**config.mk**
```make
export PLATFORM = sky130hd
export DESIGN_NAME = kbd_vt52_encoder
export DESIGN_NICKNAME = d
export VERILOG_FILES = /design/src/rtl/kbd_vt52_encoder.sv
export SDC_FILE = /design/constraint.sdc
export NUM_CORES = 1
export LEC_CHECK = 0
export CAP_MARGIN = 20
export CORE_ASPECT_RATIO = 1.2
export CORE_UTILIZATION = 35
export CTS_CLUSTER_DIAMETER = 40
export DETAILED_ROUTE_END_ITERATION = 8
export GPL_TIMING_DRIVEN = 0
export PLACE_DENSITY_LB_ADDON = 0.15
export SYNTH_ARGS = -nofsm -noshare
export SYNTH_HDL_FRONTEND = slang
export SYNTH_SLANG_ARGS = --single-unit
```
**constraint.sdc**
```tcl
create_clock -name clk -period 3.8 [get_ports clk]
set_input_delay 0.76 -clock clk [delete_from_list [all_inputs] [get_ports clk]]
set_output_delay 0.76 -clock clk [all_outputs]
set_load 0.02 [all_outputs]
```
**src/rtl/kbd_vt52_encoder.sv**
```systemverilog
// kbd_vt52_encoder
// ----------------
// Buffers single-cycle keyboard key strobes in a small FIFO, expands cursor and
// editing keys into two-byte VT52 escape sequences, and presents the resulting
// byte stream as an AXI-stream source for the UART transmitter.
//
// Ports:
//   clk            single clock (UART-side domain)
//   reset          synchronous, active-high; clears all state including a
//                  partially sent escape sequence
//   kbd_data       key code, valid while kbd_strobe is high
//   kbd_strobe     one-cycle key pulse
//   m_axis_tdata   output byte
//   m_axis_tvalid  output byte valid
//   m_axis_tready  downstream accepts the byte
//   overflow       sticky; a key was dropped because the FIFO was full
//   fifo_level     number of entries currently stored (0..DEPTH)
module kbd_vt52_encoder #(
  parameter int DEPTH    = 16,
  parameter int PTR_BITS = 4
) (
  input  logic                clk,
  input  logic                reset,
  input  logic [7:0]          kbd_data,
  input  logic                kbd_strobe,
  output logic [7:0]          m_axis_tdata,
  output logic                m_axis_tvalid,
  input  logic                m_axis_tready,
  output logic                overflow,
  output logic [PTR_BITS:0]   fifo_level
);

  typedef enum logic [1:0] {
    ST_IDLE   = 2'd0,
    ST_PLAIN  = 2'd1,
    ST_ESC    = 2'd2,
    ST_SUFFIX = 2'd3
  } state_e;

  localparam logic [PTR_BITS:0]   LVL_FULL = (PTR_BITS + 1)'(DEPTH);
  localparam logic [PTR_BITS:0]   LVL_ZERO = {(PTR_BITS + 1){1'b0}};
  localparam logic [PTR_BITS:0]   LVL_ONE  = {{PTR_BITS{1'b0}}, 1'b1};
  localparam logic [PTR_BITS-1:0] PTR_ZERO = {PTR_BITS{1'b0}};
  localparam logic [PTR_BITS-1:0] PTR_ONE  = {{(PTR_BITS - 1){1'b0}}, 1'b1};
  localparam logic [7:0]          ESC_BYTE = 8'h1B;

  // Codes 8'h80..8'h85 are the keys that expand to an escape sequence.
  function automatic logic is_mapped(input logic [7:0] c);
    is_mapped = (c >= 8'h80) && (c <= 8'h85);
  endfunction

  // Second byte of the escape sequence for a mapped key.
  function automatic logic [7:0] suffix_of(input logic [7:0] c);
    case (c)
      8'h80:   suffix_of = 8'h41;  // Up
      8'h81:   suffix_of = 8'h42;  // Down
      8'h82:   suffix_of = 8'h43;  // Right
      8'h83:   suffix_of = 8'h44;  // Left
      8'h84:   suffix_of = 8'h48;  // Home
      8'h85:   suffix_of = 8'h4A;  // Clear
      default: suffix_of = 8'h00;
    endcase
  endfunction

  logic [7:0]          mem_q [DEPTH];
  logic [PTR_BITS-1:0] wr_ptr_q,   wr_ptr_d;
  logic [PTR_BITS-1:0] rd_ptr_q,   rd_ptr_d;
  logic [PTR_BITS:0]   level_q,    level_d;
  logic                overflow_q, overflow_d;
  state_e              state_q,    state_d;
  logic [7:0]          tdata_q,    tdata_d;
  logic                tvalid_q,   tvalid_d;
  logic [7:0]          suffix_q,   suffix_d;

  logic                accept_s;
  logic                pop_s;
  logic                wr_s;
  logic [7:0]          head_s;

  // Handshake, pop and write qualification for this cycle.
  always_comb begin
    head_s   = mem_q[rd_ptr_q];
    accept_s = tvalid_q && m_axis_tready;
    // A pop happens when the output stage is free (IDLE) or is being emptied
    // by a handshake on the last byte of a sequence, so the next key loads
    // back-to-back without a bubble.
    if (level_q != LVL_ZERO) begin
      pop_s = (state_q == ST_IDLE) ||
              (((state_q == ST_PLAIN) || (state_q == ST_SUFFIX)) && accept_s);
    end else begin
      pop_s = 1'b0;
    end
    // A write while full is still accepted if a pop frees a slot this cycle.
    if (kbd_strobe) begin
      wr_s = (level_q != LVL_FULL) || pop_s;
    end else begin
      wr_s = 1'b0;
    end
  end

  // Next-state computation for FIFO bookkeeping and the output FSM.
  always_comb begin
    wr_ptr_d   = wr_ptr_q;
    rd_ptr_d   = rd_ptr_q;
    level_d    = level_q;
    overflow_d = overflow_q;
    state_d    = state_q;
    tdata_d    = tdata_q;
    tvalid_d   = tvalid_q;
    suffix_d   = suffix_q;

    if (wr_s) begin
      wr_ptr_d = wr_ptr_q + PTR_ONE;
    end else begin
      wr_ptr_d = wr_ptr_q;
    end

    if (pop_s) begin
      rd_ptr_d = rd_ptr_q + PTR_ONE;
    end else begin
      rd_ptr_d = rd_ptr_q;
    end

    case ({wr_s, pop_s})
      2'b10:   level_d = level_q + LVL_ONE;
      2'b01:   level_d = level_q - LVL_ONE;
      default: level_d = level_q;
    endcase

    if (kbd_strobe && !wr_s) begin
      overflow_d = 1'b1;
    end else begin
      overflow_d = overflow_q;
    end

    case (state_q)
      ST_IDLE, ST_PLAIN, ST_SUFFIX: begin
        if (pop_s) begin
          // Load the popped key exactly the same way from every state.
          if (!head_s[7]) begin
            tdata_d  = head_s;
            tvalid_d = 1'b1;
            state_d  = ST_PLAIN;
          end else if (is_mapped(head_s)) begin
            tdata_d  = ESC_BYTE;
            tvalid_d = 1'b1;
            suffix_d = suffix_of(head_s);
            state_d  = ST_ESC;
          end else begin
            // Unmapped high code: consumed silently.
            tvalid_d = 1'b0;
            state_d  = ST_IDLE;
          end
        end else if ((state_q != ST_IDLE) && accept_s) begin
          // Last byte taken and nothing queued.
          tvalid_d = 1'b0;
          state_d  = ST_IDLE;
        end else begin
          state_d  = state_q;
        end
      end
      ST_ESC: begin
        if (accept_s) begin
          tdata_d  = suffix_q;
          tvalid_d = 1'b1;
          state_d  = ST_SUFFIX;
        end else begin
          state_d  = ST_ESC;
        end
      end
      default: begin
        tvalid_d = 1'b0;
        state_d  = ST_IDLE;
      end
    endcase
  end

  // Control and output registers with synchronous reset.
  always_ff @(posedge clk) begin
    if (reset) begin
      wr_ptr_q   <= PTR_ZERO;
      rd_ptr_q   <= PTR_ZERO;
      level_q    <= LVL_ZERO;
      overflow_q <= 1'b0;
      state_q    <= ST_IDLE;
      tdata_q    <= 8'h00;
      tvalid_q   <= 1'b0;
      suffix_q   <= 8'h00;
    end else begin
      wr_ptr_q   <= wr_ptr_d;
      rd_ptr_q   <= rd_ptr_d;
      level_q    <= level_d;
      overflow_q <= overflow_d;
      state_q    <= state_d;
      tdata_q    <= tdata_d;
      tvalid_q   <= tvalid_d;
      suffix_q   <= suffix_d;
    end
  end

  // FIFO storage; contents need no reset because the pointers are cleared.
  always_ff @(posedge clk) begin
    if (wr_s && !reset) begin
      mem_q[wr_ptr_q] <= kbd_data;
    end
  end

  assign m_axis_tdata  = tdata_q;
  assign m_axis_tvalid = tvalid_q;
  assign overflow      = overflow_q;
  assign fifo_level    = level_q;

endmodule

```
==> out/qor.txt <==
outcome -> complete, no violations
hpwl dp -> 10.3 mm
mapped cell area -> 6660 µm²
DRT antenna net count -> 0
clock buffer depth -> 2
die height -> 153 µm
CP Capture Type -> flip-flop
core area -> 18400 µm²
Required @ worst endpoint -> 4.16 ns
Compound-Gate Fraction of Synth Area -> 5.86%
first-pass GRT wire length -> 22.8 mm
unrepaired setup endpoints after global routing -> no
Post-Route M1 WL -> 6.37 mm
Final Hold Vio Count -> 0
vias per cell -> 5.04
GPL Wtd Cong -> 0.742
gr ovfl total -> 0
P_leak -> 2.68 nW
Syn Nets -> 448
post-route minimum period -> 3.55 ns
Crit path arrival time -> 3.91 ns
antenna violations before repair -> 0
FP Rows -> 54
crit share post-route -> 93.3%
PnR worst setup slack -> 0.254 ns
Slew headroom -> 27.6%
peak per-stage delay on the critical path -> 0.68 ns
CTS buffer count -> 17
Worst-path clk slew -> 0.06 ns
post-CTS setup buffer count -> 0
# hold bufs at CTS -> 0
largest net degree at the start of global routing -> 17
setup violators final -> 0
critical path launch point type -> input port
TritonCTS clock tree -> built
register area share after synthesis -> 67.7%
CP delay by family, top -> simple AND/OR/NAND/NOR gates
Slew @ Worst Pin -> 1.08 ns
DRT Pass-1 Iters -> 4
CP Class -> in2reg
async set or reset register ratio after synthesis -> 0%
GRT Total Usage -> 16.5%
worst skew pair latency -> 0.43 ns
htree depth -> 4
1st-iter DRT viols -> 271
Power Total -> 0.00510 W
Fmax achieved -> 0.282 GHz
met3 routed WL -> 604 µm
#FFs+latches synth -> 161
met2 WL -> 7.65 mm
most used cell, CP -> inv_1
Root Buffer -> clkbuf_16
maximum fanout along the worst path -> 9
Mean Syn Cell Area -> 15.6 µm²
ANT cells -> 0
per-cell routed wire length -> 20.1 µm
drt drc -> 0
worst min path class -> reg2reg
Post-Place Setup Slack -> -0.397 ns
Max-Cap Viols -> 0
Final Max Slew Viols -> 0
post-synth cell types -> 54
final wirelength -> 15.0 mm
Post-synth EDFFs -> 128
critical-path cell list -> clkdlybuf4s50_1 > and3_1 > or4b_2 > and2_4 > inv_1 > ha_1 > inv_1 > fa_1 > inv_1 > a21o_1 > a21oi_1 > xnor2_1 > or3_1 > a21oi_1
Initial Utilization -> 36.2%
nets -> 502
Crit path buffers/inverters -> 4
number of global-route vias before repair -> 3845
via count -> 3757
clock skew -> 0.00685 ns
ys flop type -> edfxtp_1
Port-buffer cells -> 25
VDD IR max -> 0.361 mV
clock sinks -> 161
fraction of final layout cells sized beyond drive strength 1 -> 17.8%
post-synthesis mux area share -> 13.0%
DR top layer -> met4
yosys warns -> 0
die width -> 128 µm
slowest CP cell -> or4b_2
Layout Area Growth over Synthesis -> 19.4%
area of the die -> 19600 µm²
post-synthesis cell count -> 426
Post-Synth Adder-Cell Area -> 1.99%
Cell Pwr Density -> 642 nW/µm²
Post-Synth XOR/XNOR Area -> 1.32%
Top-Level Pins -> 27
main combinational cell family by area after synthesis -> multiplexers
Simple-Gate Fraction of Synth Area -> 7.44%
==> cells in the mapped netlist (all sizes together) (2+ instances only) <==
| cell | n | area, µm² |
|---|---|---|
| a311o | 3 | 30.0 |
| a22oi | 5 | 37.5 |
| o211ai | 4 | 30.0 |
| a21oi | 13 | 65.1 |
| a21o | 2 | 15.0 |
| a31oi | 2 | 12.5 |
| o21a | 2 | 15.0 |
| mux2i | 15 | 150 |
| xor2 | 7 | 61.3 |
| mux2 | 2 | 26.3 |
| mux4 | 30 | 687 |
| o21ai | 13 | 68.8 |
| edfxtp | 128 | 3840 |
| a221oi | 3 | 26.3 |
| nor2 | 52 | 195 |
| dfxtp | 33 | 661 |
| a41o | 2 | 20.0 |
| xnor2 | 3 | 26.3 |
| or4 | 2 | 18.8 |
| nand4 | 4 | 25.0 |
| ha | 9 | 113 |
| or3 | 2 | 12.5 |
| inv | 12 | 45.0 |
| buf | 13 | 100 |
| clkbuf | 8 | 30.0 |
| nand3 | 9 | 45.0 |
| nor2b | 7 | 43.8 |
| nand2 | 17 | 63.8 |
| and2 | 4 | 25.0 |
| and3 | 5 | 31.3 |
==> worst reg2reg max path, cell delays in order (launching register included) <==
cell	delay (ns)
dfxtp_1	0.35
or4_1	0.57
or4b_2	0.64
and2_4	0.22
inv_1	0.06
ha_1	0.21
inv_1	0.10
fa_1	0.41
inv_1	0.07
a21o_1	0.12
a21oi_1	0.08
xnor2_1	0.13
or3_1	0.30
a21oi_1	0.13
==> layout make-up <==
| cell class | count | area [µm²] |
|---|---|---|
| inverters | 13 | 48.8 |
| clock buffers | 22 | 474 |
| clock inverters | 10 | 126 |
| fillers | 1701 | 10400 |
| flip-flops and latches | 161 | 4500 |
| well taps | 252 | 315 |
| repair buffers | 36 | 374 |
| multi-input cells | 231 | 1980 |
| plain buffers | 20 | 126 |
==> path summary, 6_finish.rpt <==
kind | start | endpoint | slack [ns] | depth (start not counted)
worst max-delay path | m_axis_tready | fifo_level[4] | 0.25 | 14
worst min-delay path | m_axis_tdata[5] | m_axis_tdata[5] | 0.47 | 2
worst max register to register | fifo_level[0] | fifo_level[4] | 0.33 | 13
worst min register to register | m_axis_tdata[5] | m_axis_tdata[5] | 0.47 | 2
==> repair_timing <==
action | 4_1_cts | 5_1_grt
setup endpoints to repair | 0 | 1
endpoints found under the hold margin | 0 | 0
resized for setup | 0 | 2
==> power breakdown <==
| part | total (W) | internal (W) | switching (W) |
|---|---|---|---|
| registers | 0.00206 | 0.00199 | 0.0000726 |
| clock network | 0.00173 | 0.00103 | 0.000697 |
| logic | 0.00131 | 0.000581 | 0.000732 |
==> sequential cells by signal (all words and copies together), names as in the netlist, named ones only <==
register and cells:
m_axis_tvalid 1, state_q 2, suffix_q 5, rd_ptr_q 4, wr_ptr_q 4, overflow 1
m_axis_tdata 7, mem_q 128, fifo_level 5
==> through the flow <==
step                instance area (µm²)  std cells  TNS, ns  utilization, %  hold slack (ns)
finish                             7950        745        0            43.2            0.468
global route                       7950        745        0            43.2            0.497
CTS                                7920        744        0            43.1            0.474
detailed placement                 7320        712   -0.578            39.8            0.460
global placement                   7220        703   -0.489            39.3            0.454
floorplan                          6660        426        0               -            0.440
==> kinds of logic after synthesis <==
logic type      after synthesis
simple gates                107
mux                          47
other cells                   1
fa+ha+maj                    10
buf+inv                      34
compound gates               56
xor+xnor                     10
flops                       161
==> placed cells by master, fill, tap and decap left out, types with 4 or more instances in the layout <==
cell type	netlist	routed
mux4_2	27	27
buf_2	5	5
dfxtp_1	33	33
nor2b_1	7	7
nand3_1	9	9
nor2_1	52	52
xor2_1	7	7
ha_1	9	9
buf_6	5	16
and3_1	5	5
a21oi_1	13	13
clkdlybuf4s50_1	0	25
inv_1	12	12
o211ai_1	4	4
mux2i_1	15	15
clkbuf_1	8	9
edfxtp_1	128	128
nand2_1	17	17
o21ai_0	10	10
a22oi_1	5	5
clkbuf_16	0	17
nand4_1	4	4
==> routing by layer <==
layer,up-vias,GRT usage (%)
li1,1739,-
met1,1909,19.9
met2,82,27.7
met3,27,4.31
met4,0,7.39
met5,-,0
Note: power is estimated with default switching activity, not from simulation.
